===== config.mk =====
export PLATFORM = sky130hd
export DESIGN_NAME = contador_programa
export DESIGN_NICKNAME = d
export VERILOG_FILES = /design/src/rtl/contador_programa_pkg.sv /design/src/rtl/contador_programa_pilha_retorno.sv /design/src/rtl/contador_programa.sv
export SDC_FILE = /design/constraint.sdc
export NUM_CORES = 1
export LEC_CHECK = 0
export CORE_ASPECT_RATIO = 0.75
export CORE_MARGIN = 2
export CORE_UTILIZATION = 45
export CTS_CLUSTER_SIZE = 16
export DETAILED_ROUTE_END_ITERATION = 12
export PLACE_DENSITY = 0.66
export SETUP_SLACK_MARGIN = 0.4
export SYNTH_ARGS = -nofsm -noshare
export SYNTH_HDL_FRONTEND = slang
export SYNTH_SLANG_ARGS = --single-unit

===== constraint.sdc =====
create_clock -name clock -period 8.23 [get_ports clock]
set_input_delay 2.0575 -clock clock [delete_from_list [all_inputs] [get_ports clock]]
set_output_delay 2.0575 -clock clock [all_outputs]
set_load 0.1 [all_outputs]

===== src/rtl/contador_programa_pkg.sv =====
// +--------------------------------------------------------------------------
// | contador_programa_pkg : action encoding and default constants for the PC
// | rev 1.0
// +--------------------------------------------------------------------------
`default_nettype none

package contador_programa_pkg;

  localparam int c_LARGURA_PADRAO   = 32;
  localparam int c_PROF_PILHA_PADRAO = 8;
  localparam int c_END_RESET_PADRAO = 0;
  localparam int c_PASSO_PADRAO     = 1;

  // Declaration order is the priority order, highest first.
  typedef enum logic [2:0] {
    ACAO_RESET  = 3'd0,
    ACAO_CALL   = 3'd1,
    ACAO_RET    = 3'd2,
    ACAO_JUMP   = 3'd3,
    ACAO_BRANCH = 3'd4,
    ACAO_HALT   = 3'd5,
    ACAO_INC    = 3'd6
  } acao_t;

  function automatic acao_t seleciona_acao(input logic reseta, input logic call,
                                           input logic ret, input logic jump,
                                           input logic branch, input logic halt);
    if (reseta)      return ACAO_RESET;
    else if (call)   return ACAO_CALL;
    else if (ret)    return ACAO_RET;
    else if (jump)   return ACAO_JUMP;
    else if (branch) return ACAO_BRANCH;
    else if (halt)   return ACAO_HALT;
    else             return ACAO_INC;
  endfunction

endpackage

`default_nettype wire


===== src/rtl/contador_programa_pilha_retorno.sv =====
// +--------------------------------------------------------------------------
// | pilha_retorno : LIFO return-address stack with occupancy counter
// | rev 1.0
// +--------------------------------------------------------------------------
`default_nettype none

module pilha_retorno
  import contador_programa_pkg::*;
#(
  parameter int LARGURA    = c_LARGURA_PADRAO,
  parameter int PROF_PILHA = c_PROF_PILHA_PADRAO
) (
  input  logic               clock,
  input  logic               reseta,
  input  logic               push,
  input  logic               pop,
  input  logic [LARGURA-1:0] dado_in,
  output logic [LARGURA-1:0] topo,
  output logic               cheia,
  output logic               vazia
);

  localparam int c_IW = $clog2(PROF_PILHA);

  logic [LARGURA-1:0] r_mem [PROF_PILHA];
  logic [c_IW:0]      r_ocup;
  logic [c_IW-1:0]    w_idx_topo;

  assign w_idx_topo = r_ocup[c_IW-1:0] - c_IW'(1);
  assign topo       = r_mem[w_idx_topo];
  assign cheia      = (r_ocup == (c_IW+1)'(PROF_PILHA));
  assign vazia      = (r_ocup == '0);

  // Callers only push when not full and pop when not empty.
  always_ff @(posedge clock) begin
    if (reseta) begin
      r_ocup <= '0;
    end else if (push) begin
      r_ocup <= r_ocup + 1'b1;
    end else if (pop) begin
      r_ocup <= r_ocup - 1'b1;
    end
  end

  // Contents survive reset; only the occupancy is discarded.
  always_ff @(posedge clock) begin
    if (push) begin
      r_mem[r_ocup[c_IW-1:0]] <= dado_in;
    end
  end

endmodule

`default_nettype wire


===== src/rtl/contador_programa.sv =====
// +--------------------------------------------------------------------------
// | contador_programa : program counter with jump/branch/call/ret and halt
// | rev 1.0
// +--------------------------------------------------------------------------
`default_nettype none

module contador_programa
  import contador_programa_pkg::*;
#(
  parameter int                 LARGURA    = c_LARGURA_PADRAO,
  parameter int                 PROF_PILHA = c_PROF_PILHA_PADRAO,
  parameter logic [LARGURA-1:0] END_RESET  = LARGURA'(c_END_RESET_PADRAO),
  parameter logic [LARGURA-1:0] PASSO      = LARGURA'(c_PASSO_PADRAO)
) (
  input  logic               clock,
  input  logic               reseta,
  input  logic               halt,
  input  logic               jump,
  input  logic               branch,
  input  logic               call,
  input  logic               ret,
  input  logic [LARGURA-1:0] endereco,
  input  logic [LARGURA-1:0] deslocamento,
  output logic [LARGURA-1:0] saida,
  output logic               pilha_cheia,
  output logic               pilha_vazia,
  output logic               erro
);

  logic [LARGURA-1:0] r_saida = END_RESET;
  logic               r_erro;
  acao_t              w_acao;
  logic [LARGURA-1:0] w_proximo;
  logic [LARGURA-1:0] w_retorno;
  logic [LARGURA-1:0] w_topo;
  logic               w_push;
  logic               w_pop;
  logic               w_erro_set;

  pilha_retorno #(
    .LARGURA    (LARGURA),
    .PROF_PILHA (PROF_PILHA)
  ) u_pilha (
    .clock   (clock),
    .reseta  (reseta),
    .push    (w_push),
    .pop     (w_pop),
    .dado_in (w_retorno),
    .topo    (w_topo),
    .cheia   (pilha_cheia),
    .vazia   (pilha_vazia)
  );

  always_comb begin
    w_acao     = seleciona_acao(reseta, call, ret, jump, branch, halt);
    w_retorno  = r_saida + PASSO;
    w_proximo  = r_saida;
    w_push     = 1'b0;
    w_pop      = 1'b0;
    w_erro_set = 1'b0;
    case (w_acao)
      ACAO_RESET:  w_proximo = END_RESET;
      ACAO_CALL: begin
        if (pilha_cheia) begin
          w_erro_set = 1'b1;
        end else begin
          w_push    = 1'b1;
          w_proximo = endereco;
        end
      end
      ACAO_RET: begin
        if (pilha_vazia) begin
          w_erro_set = 1'b1;
        end else begin
          w_pop     = 1'b1;
          w_proximo = w_topo;
        end
      end
      ACAO_JUMP:   w_proximo = endereco;
      ACAO_BRANCH: w_proximo = r_saida + deslocamento;
      ACAO_HALT:   w_proximo = r_saida;
      ACAO_INC:    w_proximo = w_retorno;
      default:     w_proximo = r_saida;
    endcase
  end

  always_ff @(posedge clock) begin
    if (reseta) begin
      r_saida <= END_RESET;
      r_erro  <= 1'b0;
    end else begin
      r_saida <= w_proximo;
      if (w_erro_set) begin
        r_erro <= 1'b1;
      end
    end
  end

  assign saida = r_saida;
  assign erro  = r_erro;

endmodule

`default_nettype wire


## Yosys cells after proc, flatten, opt, wreduce, memory -nomap -nowiden

Memory sizes are Yosys's and may differ from the RTL's.
Cells that the tools add are included.

- $add $sub $neg: 5
- $mul: 0
- Divide/modulo/power cells: 0
- Order comparisons: 0
- Equality and inequality tests: 8
- Shift operators: 0
- Multiplexer cells: 20
- Bitwise gates (word level): 0
- Reductions and logical operators: 5

Operators with widths:

| kind | count |
|---|---|
| 32-bit case mux with 6 select lines | 1 |
| 32-bit two-way mux | 2 |
| 32-bit by 1-bit adder with 32-bit output (second input constant) | 1 |
| 32-bit adder | 1 |
| 3-bit two-way mux | 4 |
| 1-bit two-way mux | 8 |
| 4-bit two-way mux | 2 |
| 3-bit by 2-bit == test with 1-bit output (second input constant) | 2 |
| 3-bit == test (second input constant) | 2 |
| 6-bit nonzero test | 1 |
| 4-bit by 1-bit adder with 4-bit output (second input constant) | 1 |
| 4-bit == test (second input constant) | 1 |
| 4-bit logical NOT | 1 |
| 2-bit two-way mux | 2 |
| 2-bit != test (second input constant) | 2 |
| 4-bit by 1-bit subtractor with 4-bit output (second input constant) | 1 |
| 3-bit by 1-bit == test with 1-bit output (second input constant) | 1 |
| 3-bit logical NOT | 1 |
| 3-bit AND reduction | 1 |
| 3-bit by 1-bit subtractor with 3-bit output (second input constant) | 1 |
| 1-bit case mux with 2 select lines | 1 |
| 2-bit nonzero test | 1 |

- Flip-flop bits (word level): 37
- Bits in latches: 0
- Memory bits (writable): 256
- Bits in read-only memories: 0
- Output and inout port bits: 35
- Word-level logic and storage cells: 42
- Memories kept: 1

Memories:

| memory | depth | bits a word | read ports | clocked after memory_dff | write ports | RTL line | source |
|---|---|---|---|---|---|---|---|
| u_pilha.r_mem | 8 | 32 | 1 | 0 | 1 | contador_programa_pilha_retorno.sv:25 | `logic [LARGURA-1:0] r_mem [PROF_PILHA];` |

## Logic depth before layout (Yosys ltp)

- Depth in word-level cells: 10
- Gate-level depth with buffers: 14

## Modules after synthesis

From an unflattened synthesis, not the netlist that was laid out.

- Cell total of the unflattened synthesis: 952
- Area, all modules: 14143.6 µm²

By module, submodules not included:

| module | instances | cells each | area an instance (µm²) | seq. area each (µm²) |
|---|---|---|---|---|
| pilha_retorno | 1 | 419 | 10188.5 | 7767.4 |
| contador_programa | 1 | 533 | 3955.0 | 660.6 |

## Worst setup path after synthesis

No wires, ideal clock.

- Path type: input-to-reg
- From: input port reseta
- To: memory u_pilha.r_mem[1][0] (netlist name), enable pin
- Data arrival time: 5.168 ns
- Slack: 2.601 ns
- Cell stages on the path: 5
- Cell sequence: clkbuf_1 -> or3b_2 -> inv_1 -> nand2_1 -> nor3_1

- Cells in the longest elaborated chain, start to end: 5

RTL lines:

| element | RTL line | source |
|---|---|---|
| start: declaration | contador_programa.sv:16 | `input logic reseta,` |
| 3-bit two-way mux | contador_programa_pkg.sv:28 | `if (reseta) return ACAO_RESET;` |
| 3-bit by 1-bit == test with 1-bit output | contador_programa.sv:61 | `case (w_acao)` |
| 1-bit two-way mux | contador_programa.sv:61 |  |
| 1-bit two-way mux | contador_programa_pilha_retorno.sv:47 | `if (push) begin` |
| 1-bit two-way mux (not written as such) | contador_programa_pilha_retorno.sv:48 | `r_mem[r_ocup[c_IW-1:0]] <= dado_in;` |
| end: declaration | contador_programa_pilha_retorno.sv:25 |  |

No other way between the ends.

## Worst setup path in the final report

- From: register u_pilha.r_ocup[0]
- To: output port pilha_cheia

- Cells in the longest elaborated chain, start to end: 1

RTL lines:

| element | RTL line | source |
|---|---|---|
| start: declaration | contador_programa_pilha_retorno.sv:26 | `logic [c_IW:0] r_ocup;` |
| start signal: assignment | contador_programa_pilha_retorno.sv:39 | `r_ocup <= r_ocup + 1'b1;` |
| start signal: assignment | contador_programa_pilha_retorno.sv:41 | `r_ocup <= r_ocup - 1'b1;` |
| 4-bit == test | contador_programa_pilha_retorno.sv:31 | `assign cheia = (r_ocup == (c_IW+1)'(PROF_PILHA));` |
| end: declaration | contador_programa.sv:25 | `output logic pilha_cheia,` |

No other way between the ends.

==> impl_metrics.tcl <==
set metrics [dict create \
    die_area_um2 32400 \
    grt_pass1_wl_um 57900 \
    setup.worst_path.start "u_pilha.r_ocup[0]" \
    routedWlPerCell_um 25.2 \
    synthFlopType "edfxtp_1" \
    met3_usage_pct 4.76 \
    drt_drc_violations_left 0 \
    status "completed" \
    finalCriticalPeriod_ps 5050 \
    grt_overflow 0 \
    p_leak_nw 5.60 \
    place_area_um2 15500 \
    cts_tree "yes" \
    globalRoute.busiestLayer "met2" \
    dr.first_iter.drc_count 1084 \
    clock_tree.root_cell "clkbuf_16" \
    post_cts_buffers 0 \
    drv_cap 0 \
    total_power_mw 4.12 \
    path_clk_slew_ps 60 \
    dp_hpwl_um 24300 \
    dp_cells 1463 \
    initial_utilization_pct 45.9 \
    synth.distinct_cells 75 \
    fin_cells 1515 \
    combPwrFrac_pct 24.6 \
    track_usage_pct 23.8 \
    p_switching_mw 1.27 \
    post-route-util_pct 54.2 \
    skew_ps 17.6 \
    rsz0062_at_grt "false" \
    numCtsBuffers 29 \
    fmax_mhz 198 \
    fp.dieH_um 156 \
    worst_ep_arrival_time_ps 2990 \
    slew_headroom_pct 27.8 \
    cpMaxStageDelayCell "clkdlybuf4s50_1" \
    netlist_instances 991 \
    hp-class "reg2reg" \
    synth_edf_count 256 \
    drive_above_1_share_pct 14.5 \
    finalHoldViolCount 0 \
    syn_avg_cell_area_um2 14.1 \
    grt_pass1_vias 9262 \
    synth-seq-area-share_pct 60.5 \
    final_antenna_net_count 0 \
    grt.met2_usage_pct 36.6 \
    yosysWarnings 0 \
    p_int_mw 2.85 \
    fp-row-count 55 \
    crit_family "buffers and inverters" \
    path_cells "inv_1, ha_2, nor2b_1, and2_1, clkdlybuf4s50_1" \
    core_um2 30300 \
    worstSetupPathType "reg2out" \
    period_share_pct 61.3 \
    report.final.slew_viol_count 0 \
    ir_drop_uv 145 \
    hold_path_startpoint "erro" \
    antenna_found_initial 0 \
    hold_buffers 0 \
    tightest_slew_ps 1080 \
    io_buffer_count 105 \
    cts_resized 0 \
    wl_um 38100 \
    async_flop_share_pct 0 \
    cts.sinks 293 \
    cts_max_level 1 \
    vias 9308 \
    slowest_delay_ps 1140 \
    crit_path_end_kind "output pin" \
    gp_congestion 0.886 \
    power_frac_clock_pct 32.3 \
    antenna_cells 0 \
    ioPinCount 106 \
    finalInstanceArea_um2 16400 \
    cts_max_path_buffers 3 \
    syn_area_um2 13900 \
    setup_viol 0 \
    tns_ps 0 \
    p_sw_share_pct 30.9 \
    start_kind "register" \
    area_growth_pct 17.9 \
    worst_skew_pair.late_latency_ps 560 \
    crit_path_max_fanout 22 \
    grt_max_degree 65 \
    viasPerCell 6.14 \
    required_ps 6170 \
    die_w_um 207 \
    power.density_nw_per_um2 251 \
    seq_power_share_pct 43.1 \
    ys_ff_latch 293 \
    syn_nets 1099 \
    critPathBufInv 2 \
    nNetsFinal 1203 \
    met1_usage_pct 34.9 \
    r2r_start "u_pilha.r_ocup[0]" \
    first_pass_iters 5 \
]
-- flip-flops by register name (all words and copies together), names as in the netlist --
name and cells:
u_pilha.r_ocup 4, saida 32, u_pilha.r_mem 256, erro 1
-- stage by stage --
step | worst slack [ps] | hold WS [ps]
floorplan | 2600 | 640
global placement | 2850 | 458
detailed placement | 2790 | 473
CTS | 3140 | 488
global route | 3030 | 543
finish | 3180 | 482
-- routing by layer --
layer	vias to the layer above	routed length [um]
met1	4643	16400
met2	481	17000
met4	0	882
li1	4115	-
met5	-	0
met3	69	3840
-- worst paths after layout --
kind / slack, ps / endpoint / cells after the start
worst max-delay path: 3180 / pilha_cheia / 5
worst min-delay path: 480 / erro / 2
worst max register to register: 4660 / u_pilha.r_mem[6][4] / 9
worst min register to register: 480 / erro / 2
-- cell families after synthesis --
kind of cell	after synthesis	synth area share [%]
compound gates	220	10.5
buf+inv	64	1.99
flops	293	60.5
simple gates	240	8.44
mux	79	11.5
fa+ha+maj	37	3.43
xor+xnor	58	3.70
-- synth_stat cells (6+ instances only) --
master	instances	area share [%]
edfxtp_1	256	55
nand2_1	95	2.6
a21oi_1	67	2.4
mux4_2	65	11
nor2_1	53	1.4
o21ai_0	45	1.6
dfxtp_1	37	5.3
xnor2_1	37	2.3
ha_1	35	3.1
clkbuf_1	27	0.73
xor2_1	20	1.3
a221oi_1	19	1.2
nand3_1	18	0.65
buf_2	16	0.57
a21o_1	14	0.75
mux2i_1	14	1.0
nor3_1	14	0.50
inv_1	13	0.35
and3_1	9	0.40
nand4_1	8	0.36
nand2b_1	7	0.31
a211oi_1	6	0.32
a22o_1	6	0.38
and2_1	6	0.27
o211ai_1	6	0.32
-- worst reg2reg max path: stages, from the launching register on --
cell and delay, ps:
dfxtp_4 640, inv_1 150, ha_2 280, nor2b_1 160, and2_1 210, or3b_2 520, inv_1 100, nand2_1 220
nor2_4 450, buf_4 490
-- layout by cell type, fill, tap and decap left out, drive strengths merged, types with 6 or more instances in the layout --
master / Yosys / routed
xnor2: 38 / 38
nand2b: 7 / 7
clkdlybuf4s50: 0 / 105
nor2: 55 / 55
edfxtp: 256 / 256
nor3: 17 / 17
a221oi: 19 / 19
a21oi: 67 / 67
nand4: 9 / 9
o21ai: 50 / 50
buf: 22 / 19
xor2: 20 / 20
clkinv: 0 / 14
inv: 13 / 13
o31ai: 6 / 6
and2: 6 / 6
ha: 35 / 35
a21o: 14 / 14
dfxtp: 37 / 37
nand3: 21 / 21
and3: 10 / 10
a211oi: 7 / 7
clkbuf: 29 / 32
nand2: 96 / 96
mux2i: 14 / 14
o211ai: 6 / 6
mux4: 65 / 65
a22o: 6 / 6
-- cell type report --
class | count | area, um^2
Multi-Input combinational cell | 634 | 5330
Inverter | 13 | 48.8
Clock buffer | 32 | 737
Timing Repair Buffer | 124 | 1190
Tap cell | 399 | 499
Sequential cell | 293 | 8430
Fill cell | 2475 | 13900
Clock inverter | 20 | 205
-- power by group through the flow --
stage                     sequential [mW]  combinational [mW]  clock [mW]
after floorplan                      1.91               0.595           0
after global placement               1.80               0.993           0
after detailed placement             1.81                1.00           0
after CTS                            1.77                1.01        1.35
after global routing                 1.78                1.08        1.42
final                                1.77                1.01        1.33
No activity file was read; power rests on OpenSTA's default activity.
